===== src/rtl/timepulse_gen_if.sv =====
// Timepulse generator bus: control/request inputs and timing outputs.
//   CLOCK_EN       phase-advance enable
//   GOJ1/STRT1/STRT2/SBY  restart requests (level-sensitive)
//   MSTP/MSTRTP    monitor stop / monitor start
//   WL15/WL16      write-line sign bits sampled into OVF/UNF
//   T, PHS         one-hot timepulse and phase
//   MCT_END, GOJAM, STOPPED, FS, OVF, UNF  status outputs
// master drives the requests, slave (the generator) drives the timing outputs.
interface timepulse_gen_if #(
    parameter int unsigned NUM_TP   = 12,
    parameter int unsigned PHASES   = 4,
    parameter int unsigned SCALER_W = 8
);
    logic                CLOCK_EN;
    logic                GOJ1;
    logic                STRT1;
    logic                STRT2;
    logic                SBY;
    logic                MSTP;
    logic                MSTRTP;
    logic                WL15;
    logic                WL16;
    logic [NUM_TP-1:0]   T;
    logic [PHASES-1:0]   PHS;
    logic                MCT_END;
    logic                GOJAM;
    logic                STOPPED;
    logic [SCALER_W-1:0] FS;
    logic                OVF;
    logic                UNF;

    modport master (
        output CLOCK_EN, GOJ1, STRT1, STRT2, SBY, MSTP, MSTRTP, WL15, WL16,
        input  T, PHS, MCT_END, GOJAM, STOPPED, FS, OVF, UNF
    );

    modport slave (
        input  CLOCK_EN, GOJ1, STRT1, STRT2, SBY, MSTP, MSTRTP, WL15, WL16,
        output T, PHS, MCT_END, GOJAM, STOPPED, FS, OVF, UNF
    );
endinterface


===== src/rtl/timepulse_gen.sv =====
// Memory-cycle timepulse generator. Steps a phase counter inside a timepulse
// counter; NUM_TP timepulses of PHASES phases make one memory cycle (MCT).
// A restart request forces a GOJAM pass (last timepulse, phase 0) that runs
// out without counting as an MCT. Monitor stop halts at the end of an MCT,
// monitor start releases one MCT. OVF/UNF sample the write-line sign bits on
// entry to phase OVF_PHASE.
// Ports:
//   SIM_CLK  clock, rising edge
//   SIM_RST  synchronous active-high reset
//   bus      timepulse_gen_if.slave (requests in, timing/status out)
module timepulse_gen #(
    parameter int unsigned NUM_TP    = 12,
    parameter int unsigned PHASES    = 4,
    parameter int unsigned SCALER_W  = 8,
    parameter int unsigned OVF_PHASE = 2
) (
    input  logic           SIM_CLK,
    input  logic           SIM_RST,
    timepulse_gen_if.slave bus
);
    localparam int unsigned TP_W = (NUM_TP > 1) ? $clog2(NUM_TP) : 1;
    localparam int unsigned PH_W = (PHASES > 1) ? $clog2(PHASES) : 1;

    localparam logic [TP_W-1:0]   TP_LAST = TP_W'(NUM_TP - 1);
    localparam logic [PH_W-1:0]   PH_LAST = PH_W'(PHASES - 1);
    localparam logic [PH_W-1:0]   PH_OVF  = PH_W'(OVF_PHASE);
    localparam logic [NUM_TP-1:0] T_RST   = NUM_TP'(1) << (NUM_TP - 1);
    localparam logic [PHASES-1:0] PHS_RST = PHASES'(1);

    // GOJAM: restart pass running out; RUN: normal MCTs; STOP: monitor halt
    typedef enum logic [1:0] {
        ST_GOJAM = 2'd0,
        ST_RUN   = 2'd1,
        ST_STOP  = 2'd2
    } state_t;

    state_t              state_q, state_d;
    logic [TP_W-1:0]     tp_q, tp_d;
    logic [PH_W-1:0]     ph_q, ph_d;
    logic [NUM_TP-1:0]   t_q, t_d;
    logic [PHASES-1:0]   phs_q, phs_d;
    logic                gojam_q, gojam_d;
    logic                stopped_q, stopped_d;
    logic                mct_end_q, mct_end_d;
    logic [SCALER_W-1:0] fs_q, fs_d;
    logic                ovf_q, ovf_d;
    logic                unf_q, unf_d;

    logic                req;
    logic                step;
    logic                wrap;

    assign req = bus.GOJ1 | bus.STRT1 | bus.STRT2 | bus.SBY;

    // State and registered outputs
    always_ff @(posedge SIM_CLK) begin
        if (SIM_RST) begin
            state_q   <= ST_GOJAM;
            tp_q      <= TP_LAST;
            ph_q      <= '0;
            t_q       <= T_RST;
            phs_q     <= PHS_RST;
            gojam_q   <= 1'b1;
            stopped_q <= 1'b0;
            mct_end_q <= 1'b0;
            fs_q      <= '0;
            ovf_q     <= 1'b0;
            unf_q     <= 1'b0;
        end else begin
            state_q   <= state_d;
            tp_q      <= tp_d;
            ph_q      <= ph_d;
            t_q       <= t_d;
            phs_q     <= phs_d;
            gojam_q   <= gojam_d;
            stopped_q <= stopped_d;
            mct_end_q <= mct_end_d;
            fs_q      <= fs_d;
            ovf_q     <= ovf_d;
            unf_q     <= unf_d;
        end
    end

    // Next-state and output decode
    always_comb begin
        state_d   = state_q;
        tp_d      = tp_q;
        ph_d      = ph_q;
        fs_d      = fs_q;
        ovf_d     = ovf_q;
        unf_d     = unf_q;
        mct_end_d = 1'b0;
        step      = 1'b0;
        wrap      = 1'b0;

        if (req) begin
            // Restart wins over everything, including a pending stop
            state_d = ST_GOJAM;
            tp_d    = TP_LAST;
            ph_d    = '0;
        end else if (state_q == ST_STOP) begin
            // Leaving the halt costs one cycle; the next enable takes the step
            if (!bus.MSTP || bus.MSTRTP) begin
                state_d = ST_RUN;
            end
        end else if (state_q == ST_GOJAM || state_q == ST_RUN) begin
            step = bus.CLOCK_EN;
        end else begin
            state_d = ST_GOJAM;
            tp_d    = TP_LAST;
            ph_d    = '0;
        end

        if (step) begin
            wrap = (tp_q == TP_LAST) && (ph_q == PH_LAST);
            if (ph_q == PH_LAST) begin
                ph_d = '0;
                tp_d = (tp_q == TP_LAST) ? '0 : tp_q + TP_W'(1);
            end else begin
                ph_d = ph_q + PH_W'(1);
            end

            if (ph_d == PH_OVF) begin
                ovf_d = bus.WL15 & ~bus.WL16;
                unf_d = ~bus.WL15 & bus.WL16;
            end

            // A GOJAM pass ends silently; a real MCT pulses and counts
            if (wrap) begin
                if (state_q == ST_GOJAM) begin
                    state_d = ST_RUN;
                end else begin
                    mct_end_d = 1'b1;
                    fs_d      = fs_q + SCALER_W'(1);
                    if (bus.MSTP) begin
                        state_d = ST_STOP;
                    end
                end
            end
        end

        t_d       = NUM_TP'(1) << tp_d;
        phs_d     = PHASES'(1) << ph_d;
        gojam_d   = (state_d == ST_GOJAM);
        stopped_d = (state_d == ST_STOP);
    end

    assign bus.T       = t_q;
    assign bus.PHS     = phs_q;
    assign bus.MCT_END = mct_end_q;
    assign bus.GOJAM   = gojam_q;
    assign bus.STOPPED = stopped_q;
    assign bus.FS      = fs_q;
    assign bus.OVF     = ovf_q;
    assign bus.UNF     = unf_q;

endmodule


===== src/flat_wrapper.sv =====
// flat-port wrapper written by rule: the top's interface ports become plain ports
module timepulse_gen_flat 
#(
    parameter int unsigned NUM_TP    = 12,
    parameter int unsigned PHASES    = 4,
    parameter int unsigned SCALER_W  = 8,
    parameter int unsigned OVF_PHASE = 2
)
  (SIM_CLK, SIM_RST, bus_CLOCK_EN, bus_GOJ1, bus_STRT1, bus_STRT2, bus_SBY, bus_MSTP, bus_MSTRTP, bus_WL15, bus_WL16, bus_T, bus_PHS, bus_MCT_END, bus_GOJAM, bus_STOPPED, bus_FS, bus_OVF, bus_UNF);
  timepulse_gen_if #(.NUM_TP(NUM_TP), .PHASES(PHASES), .SCALER_W(SCALER_W)) bus_i ();
  input  logic SIM_CLK;
  input  logic SIM_RST;
  input wire logic [$bits(bus_i.CLOCK_EN)-1:0] bus_CLOCK_EN;
  input wire logic [$bits(bus_i.GOJ1)-1:0] bus_GOJ1;
  input wire logic [$bits(bus_i.STRT1)-1:0] bus_STRT1;
  input wire logic [$bits(bus_i.STRT2)-1:0] bus_STRT2;
  input wire logic [$bits(bus_i.SBY)-1:0] bus_SBY;
  input wire logic [$bits(bus_i.MSTP)-1:0] bus_MSTP;
  input wire logic [$bits(bus_i.MSTRTP)-1:0] bus_MSTRTP;
  input wire logic [$bits(bus_i.WL15)-1:0] bus_WL15;
  input wire logic [$bits(bus_i.WL16)-1:0] bus_WL16;
  output wire logic [$bits(bus_i.T)-1:0] bus_T;
  output wire logic [$bits(bus_i.PHS)-1:0] bus_PHS;
  output wire logic [$bits(bus_i.MCT_END)-1:0] bus_MCT_END;
  output wire logic [$bits(bus_i.GOJAM)-1:0] bus_GOJAM;
  output wire logic [$bits(bus_i.STOPPED)-1:0] bus_STOPPED;
  output wire logic [$bits(bus_i.FS)-1:0] bus_FS;
  output wire logic [$bits(bus_i.OVF)-1:0] bus_OVF;
  output wire logic [$bits(bus_i.UNF)-1:0] bus_UNF;
  assign bus_i.CLOCK_EN = bus_CLOCK_EN;
  assign bus_i.GOJ1 = bus_GOJ1;
  assign bus_i.STRT1 = bus_STRT1;
  assign bus_i.STRT2 = bus_STRT2;
  assign bus_i.SBY = bus_SBY;
  assign bus_i.MSTP = bus_MSTP;
  assign bus_i.MSTRTP = bus_MSTRTP;
  assign bus_i.WL15 = bus_WL15;
  assign bus_i.WL16 = bus_WL16;
  assign bus_T = bus_i.T;
  assign bus_PHS = bus_i.PHS;
  assign bus_MCT_END = bus_i.MCT_END;
  assign bus_GOJAM = bus_i.GOJAM;
  assign bus_STOPPED = bus_i.STOPPED;
  assign bus_FS = bus_i.FS;
  assign bus_OVF = bus_i.OVF;
  assign bus_UNF = bus_i.UNF;
  timepulse_gen #(.NUM_TP(NUM_TP), .PHASES(PHASES), .SCALER_W(SCALER_W), .OVF_PHASE(OVF_PHASE)) u_core (.SIM_CLK(SIM_CLK), .SIM_RST(SIM_RST), .bus(bus_i));
endmodule

===== config.mk =====
export PLATFORM = sky130hd
export DESIGN_NAME = timepulse_gen_flat
export DESIGN_NICKNAME = d
export VERILOG_FILES = /design/src/rtl/timepulse_gen_if.sv /design/src/rtl/timepulse_gen.sv /design/src/flat_wrapper.sv
export SDC_FILE = /design/constraint.sdc
export NUM_CORES = 1
export LEC_CHECK = 0
export CAP_MARGIN = 40
export CORE_AREA = 2 2 54 56
export DETAILED_ROUTE_END_ITERATION = 6
export DIE_AREA = 0 0 56 58
export DONT_BUFFER_PORTS = 1
export PLACE_DENSITY = 0.69
export SLEW_MARGIN = 20
export SYNTH_ARGS = -nofsm -noshare
export SYNTH_HDL_FRONTEND = slang
export SYNTH_SLANG_ARGS = --single-unit

===== constraint.sdc =====
create_clock -name SIM_CLK -period 2.3 [get_ports SIM_CLK]
set_clock_uncertainty 0.1 [all_clocks]
set_input_delay 0.23 -clock SIM_CLK [delete_from_list [all_inputs] [get_ports SIM_CLK]]
set_output_delay 0.23 -clock SIM_CLK [all_outputs]
set_load 0.05 [all_outputs]

-- After elaboration in Yosys (flattened, before gate mapping)
Index checks and enable logic that the tools add are counted.
- input bits: 11
- flip-flop bits (word level): 37
- output and inout bits: 29
- word-level logic and storage cells: 65
- bitwise operators: 10
- multiplexer cells: 24
- shifts and indexed selects: 2
- eq/ne operators: 6
- reduce and logical (&&, ||, !) cells: 9
- add/subtract/negate cells: 3
- operator list (operator ; number):
    $mux W2 ; 14
    $mux W4 ; 6
    $shl A1 B4 Y12 const A ; 1
    $add A8 B1 Y8 const B ; 1
    $eq A2 B2 Y1 const B ; 4
    $not A1 Y1 ; 5
    $add A4 B1 Y4 const B ; 1
    $eq A4 B4 Y1 const B ; 1
    $logic_not A2 Y1 ; 2
    $mux W1 ; 4
    $shl A1 B2 Y4 const A ; 1
    $or A1 B1 Y1 ; 3
    $reduce_and A3 Y1 ; 1
    $reduce_or A3 Y1 ; 1
    $add A2 B1 Y2 const B ; 1
    $and A1 B1 Y1 ; 2
    $eq A2 B1 Y1 const B ; 1
    $logic_or A1 B1 Y1 ; 2
    $reduce_and A2 Y1 ; 1
    $logic_and A1 B1 Y1 ; 1
    $logic_not A1 Y1 ; 1

-- Longest topological paths before layout
Gate-level depths: netlist (run 1).
- depth after elaboration: 10
- depth in mapped cells: 6
- gate-level depth less buffers: 6

-- Worst setup path after synthesis (run 1)
No wires, ideal clock.
- path type: input -> register
- start: input port bus_STRT1
- end: register u_core.t_q[6] (netlist: u_core.bus.T[6])
- path slack: 0.218 ns
- arrival time: 1.917 ns
- path buffers: 1
- library setup time: 0.065 ns
- stages: 6
- required time: 2.135 ns
- cells stage by stage: or4_4 -> buf_6 -> or2_4 -> o32a_1 -> or3_4 -> nor2_1
- cells in the longest elaborated chain, start to end: 7
- elaborated cells between the ends (all ways): 8
- those cells by class: 1 x shift; 4 x mux; 3 x bitwise
- ends and longest elaborated chain (element ; line ; RTL):
    from (decl) ; flat_wrapper.sv:15 ; input wire logic [$bits(bus_i.STRT1)-1:0] bus_STRT1;
    $or A1 B1 Y1 * (3 in a row) ; timepulse_gen.sv:53 ; assign req = bus.GOJ1 | bus.STRT1 | bus.STRT2 | bus.SBY;
    $mux W4 ; timepulse_gen.sv:96 ; if (req) begin
    $mux W4 ; timepulse_gen.sv:116 ; if (ph_q == PH_LAST) begin
    $mux W4 * ; timepulse_gen.sv:114 ; if (step) begin
    $shl A1 B4 Y12 * ; timepulse_gen.sv:142 ; t_d = NUM_TP'(1) << tp_d;
    to (signal assigned) ; timepulse_gen.sv:73 ; t_q <= t_d;
    to (decl) ; timepulse_gen.sv:40 ; logic [NUM_TP-1:0] t_q, t_d;
Every way passes the cells marked *; elsewhere a longest branch is shown, timed or not.
A chain may end at the register's enable or synchronous reset.

-- Worst setup path in the final report (run 1)
- start: register u_core.ph_q[0]
- end: register u_core.t_q[6] (netlist: u_core.bus.T[6])
- cells in the longest elaborated chain, start to end: 4
- ends and longest elaborated chain (element ; line ; RTL):
    from (decl) ; timepulse_gen.sv:39 ; logic [PH_W-1:0] ph_q, ph_d;
    from (signal assigned) ; timepulse_gen.sv:72 ; ph_q <= ph_d;
    $eq A2 B2 Y1 ; timepulse_gen.sv:116 ;
    $mux W4 ; timepulse_gen.sv:116 ;
    $mux W4 ; timepulse_gen.sv:114 ;
    $shl A1 B4 Y12 ; timepulse_gen.sv:142 ;
No other way between the ends.

==> results of run 1 <==
-- cell usage after synthesis, drive strengths merged (2+ instances only) --
library cell and n:
nor4 3, ha 4, a31oi 2, nand2 10
nand4b 4, nand3 4, inv 2, nand2b 5
and3 4, o21ai 2, nand4 4, or2 2
clkbuf 2, dfxtp 37, a21oi 4, nor3 4
and2 4, nor2 28, xor2 6
-- worst max-delay path, stage by stage, from the launching register on --
cell and delay, ns:
dfxtp_1 0.40, ha_1 0.22, nand3b_1 0.14, or2_4 0.27, o32a_1 0.37, or3_4 0.35, nor2_1 0.12
-- layout by cell type (no fill, tap or decap), types with 2 or more instances in the layout --
cell           count
dlygate4sd3_1      5
nand4b_1           4
and3_1             4
nand2b_1           5
o21ai_0            2
buf_4             10
bufinv_16          2
a21oi_1            4
and2_1             4
inv_1              2
nor4_1             2
a31oi_1            2
nor3_1             4
nand2_1           10
nand4_1            4
dfxtp_1           37
ha_1               4
nand3_1            4
nor2_1            28
xor2_1             6
clkbuf_4           5
-- kinds of logic (layout without fill, tap and decap cells) --
| logic type | Yosys count | in the layout | share of synthesized area |
|---|---|---|---|
| and+or+nand+nor | 77 | 77 | 0.295 |
| AOI/OAI and AO/OA | 16 | 16 | 0.0767 |
| xor gates and xnor gates | 7 | 7 | 0.0432 |
| adders and majority gates | 4 | 4 | 0.0352 |
| DFF | 37 | 37 | 0.522 |
| muxes | 1 | 1 | 0.00705 |
| buffers and inverters | 6 | 26 | 0.0211 |
-- final timing paths --
kind	from	end	slack, ns	depth (start not counted)
worst max-delay path	u_core.ph_q[0]	u_core.bus.T[6]	0.29	6
worst min-delay path	SIM_RST	u_core.tp_q[3]	0.02	2
worst max register to register	u_core.ph_q[0]	u_core.bus.T[6]	0.29	6
worst min register to register	u_core.bus.FS[3]	u_core.bus.FS[3]	0.51	2
-- registers in the layout, summed over array words and instances, names as in the netlist --
name                cells
u_core.bus.FS           8
u_core.bus.PHS          4
u_core.bus.STOPPED      1
u_core.bus.UNF          1
u_core.bus.GOJAM        1
u_core.tp_q             4
u_core.state_q          2
u_core.ph_q             2
u_core.bus.MCT_END      1
u_core.bus.T           12
u_core.bus.OVF          1
-- report_power, final --
| part | internal, mW | switching, mW | total, mW |
|---|---|---|---|
| clock | 0.342 | 0.221 | 0.563 |
| combinational | 0.00867 | 0.0131 | 0.0218 |
| sequential | 0.641 | 0.00165 | 0.643 |
| total | 0.992 | 0.236 | 1.23 |
-- per-layer routing --
metal / vias to the layer above / GRT usage / share of wire
met1: 486 / 0.208 / 0.42
met2: 29 / 0.321 / 0.50
met4: 0 / 0.0918 / 0.021
met3: 6 / 0.0692 / 0.057
met5: - / 0 / 0
li1: 553 / - / -
-- area by class of cell --
cell class              instances  share of cell area
clock inverters                 3              0.0412
inverters                       3             0.00674
flip-flops and latches         37               0.443
clock buffers                   5              0.0225
repair buffers                 15              0.0749
well taps                      31              0.0232
multi-input cells             105               0.388
==> metrics.yaml, run 1 <==
synthDistinctLibCells: 38
initial_core_util: 0.533
period_share: 0.873
cts_repair_resize_count: 0
drive_gt1_frac: 0.137
antenna_found_initial: 0
antenna_left: 0
finalSetupTns_ns: 0
cts.sinks: 37
cts_htree_levels: 2
hpwlAfterDp_um: 1930
synthFlopType: "dfxtp_1"
timing.hold.ws_ns: 0.0195
cts_inserted_buffers: 5
drt-pass1-iter-count: 4
path_clk_slew_ns: 0.11
fmax_mhz: 498
p_leak_nw: 0.642
placed_area_um2: 1520
layout_setup_ws_ns: 0.292
drt_wl_total_um: 2680
cts_root_buf: "clkbuf_4"
wl_per_cell_um: 13.5
critPathKind: "flop to flop"
start_kind: "flop"
ys_warn_count: 0
setup_viol: 0
outcome: "complete, no violations"
cp_data_required_time_ns: 2.49
area_growth_pct: 17.7
post-place-ws_ns: 0.193
stdcell_count: 199
nFillCells: 231
period_needed_ns: 2.01
ys_top_cells_by_area: "dfxtp_1 52%, nor2_1 7.4%, xor2_1 3.7%"
io_buffers: 0
rsz0062_at_grt: "no"
synth_cells: 148
finalPower_mw: 1.23
cp_max_fo: 4
dieArea_um2: 3250
drv_slew: 0
slew_headroom: 0.563
ys_seq_area_frac: 0.522
powerDensity_nw_per_um2: 734
grt_first_pass_wirelength_um: 4570
worst_slew_pin_slew_ns: 0.653
synth_edf_count: 0
rows: 19
placed_cells: 186
maxCapViolCount: 0
gp_congestion: 0.895
grt_pass1_vias: 1013
vias_per_cell: 5.40
cts_tree: "done"
clockBufferDepth: 2
synth_top_cell_by_area: "dfxtp_1"
netlist_area_um2: 1420
ios: 40
nets: 182
min_path_type: "input port to flop"
crit_arrival_ns: 2.20
num_antenna_cells: 0
fin_area_um2: 1670
ys_ff_latch: 37
cts_setup_buffers: 0
synth.top_cell.area_share: 0.522
multi_input_area_um2: 649
drtIter0Drc: 25
die_h_um: 58
async_reset_ff_frac: 0
syn_nets: 163
drcViolationCount: 0
hold_viol_final: 0
clk_latency_ns: 0.34
grt_usage: 0.188
die_x_um: 56
num_vias: 1074
fp.coreArea_um2: 2660
postCtsHoldBufs: 5
final_util: 0.628
gr-total-overflow: 0
avgSynthCellArea_um2: 9.60
crit_path_end_kind: "flop"
regArea_um2: 741
grt_max_degree: 19
ir_worst_vdd_mv: 0.604
(Power assumes the default switching activity.)
==> run 2, diff against run 1 <==
CORE_AREA = 4 4 56 58   (was 2 2 54 56)
DIE_AREA = 0 0 60 62   (was 0 0 56 58)
GPL_TIMING_DRIVEN = 0   (was not set)
==> run 2 against run 1 <==
Compared with the run above: sequential share of layout area increased by 2.5 points; flip-flop and latch count did not move; worst hold slack improved by 0.16 ns; worst setup slack worse by 0.063 ns; power shrank 9.6%; fmax fell by 3.0%; die area rose by 15%; clock power is 21% lower; count of clock-buffer cells in the layout did not move; sequential power barely moved; register-to-register slack got worse by 0.06 ns; critical path type unchanged.
==> metrics.yaml, run 2 (synthesis results as in run 1) <==
hold_viol_final: 0  # unchanged
grt_first_pass_wirelength_um: 4310  # -5.9%
path_clk_slew_ns: 0.12  # about the same
grt_usage: 0.154  # -0.0342
dieArea_um2: 3720  # +15%
min_path_type: "input port to flop"
die_x_um: 60  # +7.1%
finalSetupTns_ns: 0  # unchanged
p_leak_nw: 0.577  # -10%
cts_repair_resize_count: 0  # unchanged
multi_input_area_um2: 649  # unchanged
drv_slew: 0  # unchanged
die_h_um: 62  # +6.9%
cp_max_fo: 4  # unchanged
drtIter0Drc: 17  # -32%
finalPower_mw: 1.11  # -9.6%
nets: 174  # -4.4%
period_needed_ns: 2.07  # +0.0627 ns
num_vias: 1052  # -2.0%
grtUsageMet3: 0.0579  # -0.0113
clockBufferDepth: 2  # unchanged
rows: 19  # unchanged
fmax_mhz: 483  # -3.0%
drt_wl_total_um: 2600  # -3.1%
use_met2: 0.252  # -0.0695
nFillCells: 241  # +4.3%
hpwlAfterDp_um: 1940  # +0.35%
maxCapViolCount: 0  # unchanged
initial_core_util: 0.533  # unchanged
crit_arrival_ns: 2.25  # +0.05 ns
max_stage_delay_ns: 0.51  # +0.11 ns
cts_htree_levels: 2  # unchanged
area_growth_pct: 11.5
met1_usage: 0.184  # -0.0247
cts_root_buf: "clkbuf_4"
antenna_left: 0  # unchanged
worst_slew_pin_slew_ns: 0.614  # -0.0397 ns
path_cells: "ha_1 > nand3b_1 > or2_4 > o32ai_1 > nand3_1 > nor2_1"
cts_setup_buffers: 0  # unchanged
regArea_um2: 741  # unchanged
rsz0062_at_grt: "no"
final_cell_mix: "37 x dfxtp_1, 28 x nor2_1, 10 x nand2_1, 6 x xor2_1"
r2r_cells: 6  # unchanged
outcome: "complete, no violations"
whs_path_depth: 3  # +1
powerDensity_nw_per_um2: 701  # -4.6%
slew_headroom: 0.590  # +0.0273
layout_commonest_cell: "dfxtp_1"
gr-total-overflow: 0  # unchanged
gp_congestion: 0.820  # -8.4%
clk_latency_ns: 0.33  # about the same
grt_pass1_vias: 999  # -1.4%
vias_per_cell: 5.51  # +2.1%
antenna_found_initial: 0  # unchanged
period_share: 0.900  # +0.0273
io_buffers: 0  # unchanged
grt_max_degree: 14  # -5
crit_path_end_kind: "flop"
top_usage_layer: "met2"
ios: 40  # unchanged
num_antenna_cells: 0  # unchanged
wl_per_cell_um: 13.6  # +1.0%
setup_viol: 0  # unchanged
cts_tree: "done"
postCtsHoldBufs: 4  # -1
drive_gt1_frac: 0.0875  # -0.0494
drcViolationCount: 0  # unchanged
critPathKind: "flop to flop"
largest_reg_flops: 12  # unchanged
cts.sinks: 37  # unchanged
start_kind: "flop"
cts_inserted_buffers: 5  # unchanged
drt-pass1-iter-count: 4  # unchanged
fp.coreArea_um2: 2660  # unchanged
cp_slowest_cell: "o32ai_1"
cp_data_required_time_ns: 2.47  # -0.02 ns
ir_worst_vdd_mv: 0.544  # -9.9%
## run 2: changes by cell type in the layout (fill, tap and decap cells not counted), sizes merged
cell         change
dlygate4sd3      -1
bufinv           -1
clkinv           +1
clkinvlp         +1
clkbuf           +2
buf              -9
inv              -1
## run 2: area by class of cell
cell class              instances  area share
inverters                       3     0.00711
repair buffers                  4      0.0253
multi-input cells             105       0.410
well taps                      31      0.0245
clock inverters                 3      0.0292
flip-flops and latches         37       0.468
clock buffers                   5      0.0237
plain buffers                   3      0.0119
## run 2: where the power goes
part	switching [mW]	internal [mW]	total, mW
Clock	0.214	0.230	0.444
Sequential	0.00168	0.641	0.643
Combinational	0.0140	0.00848	0.0225
## run 2: worst paths after layout
kind | startpoint | end | slack (ns)
max | u_core.ph_q[0] | u_core.bus.T[1] | 0.23
max reg2reg | u_core.ph_q[0] | u_core.bus.T[1] | 0.23
min reg2reg | u_core.ph_q[1] | u_core.bus.PHS[3] | 0.56
min | bus_MSTRTP | u_core.state_q[1] | 0.18
## run 2: metrics by stage
step                      cells  setup slack (ns)   util  hold slack, ns  area (µm²)
after floorplan             148             0.218      -           0.298        1420
after global placement      179             0.127  0.548           0.302        1460
after detailed placement    179            0.0888  0.548           0.319        1460
after CTS                   191             0.219  0.594           0.160        1580
after global routing        191            0.0289  0.594           0.202        1580
final                       191             0.229  0.594           0.180        1580
## run 2: per-layer routing
layer,vias to the layer above,part of all wire
met5,-,0
met4,0,0.0077
met3,2,0.061
met2,27,0.50
met1,487,0.43
li1,536,-
## run 2: worst max-delay path: cells and delay by family (launching register included)
| kind | cells | cell delay (ns) |
|---|---|---|
| DFF | 1 | 0.41 |
| adders and majority gates | 1 | 0.22 |
| AOI/OAI and AO/OA | 1 | 0.51 |
| and+or+nand+nor | 4 | 0.79 |
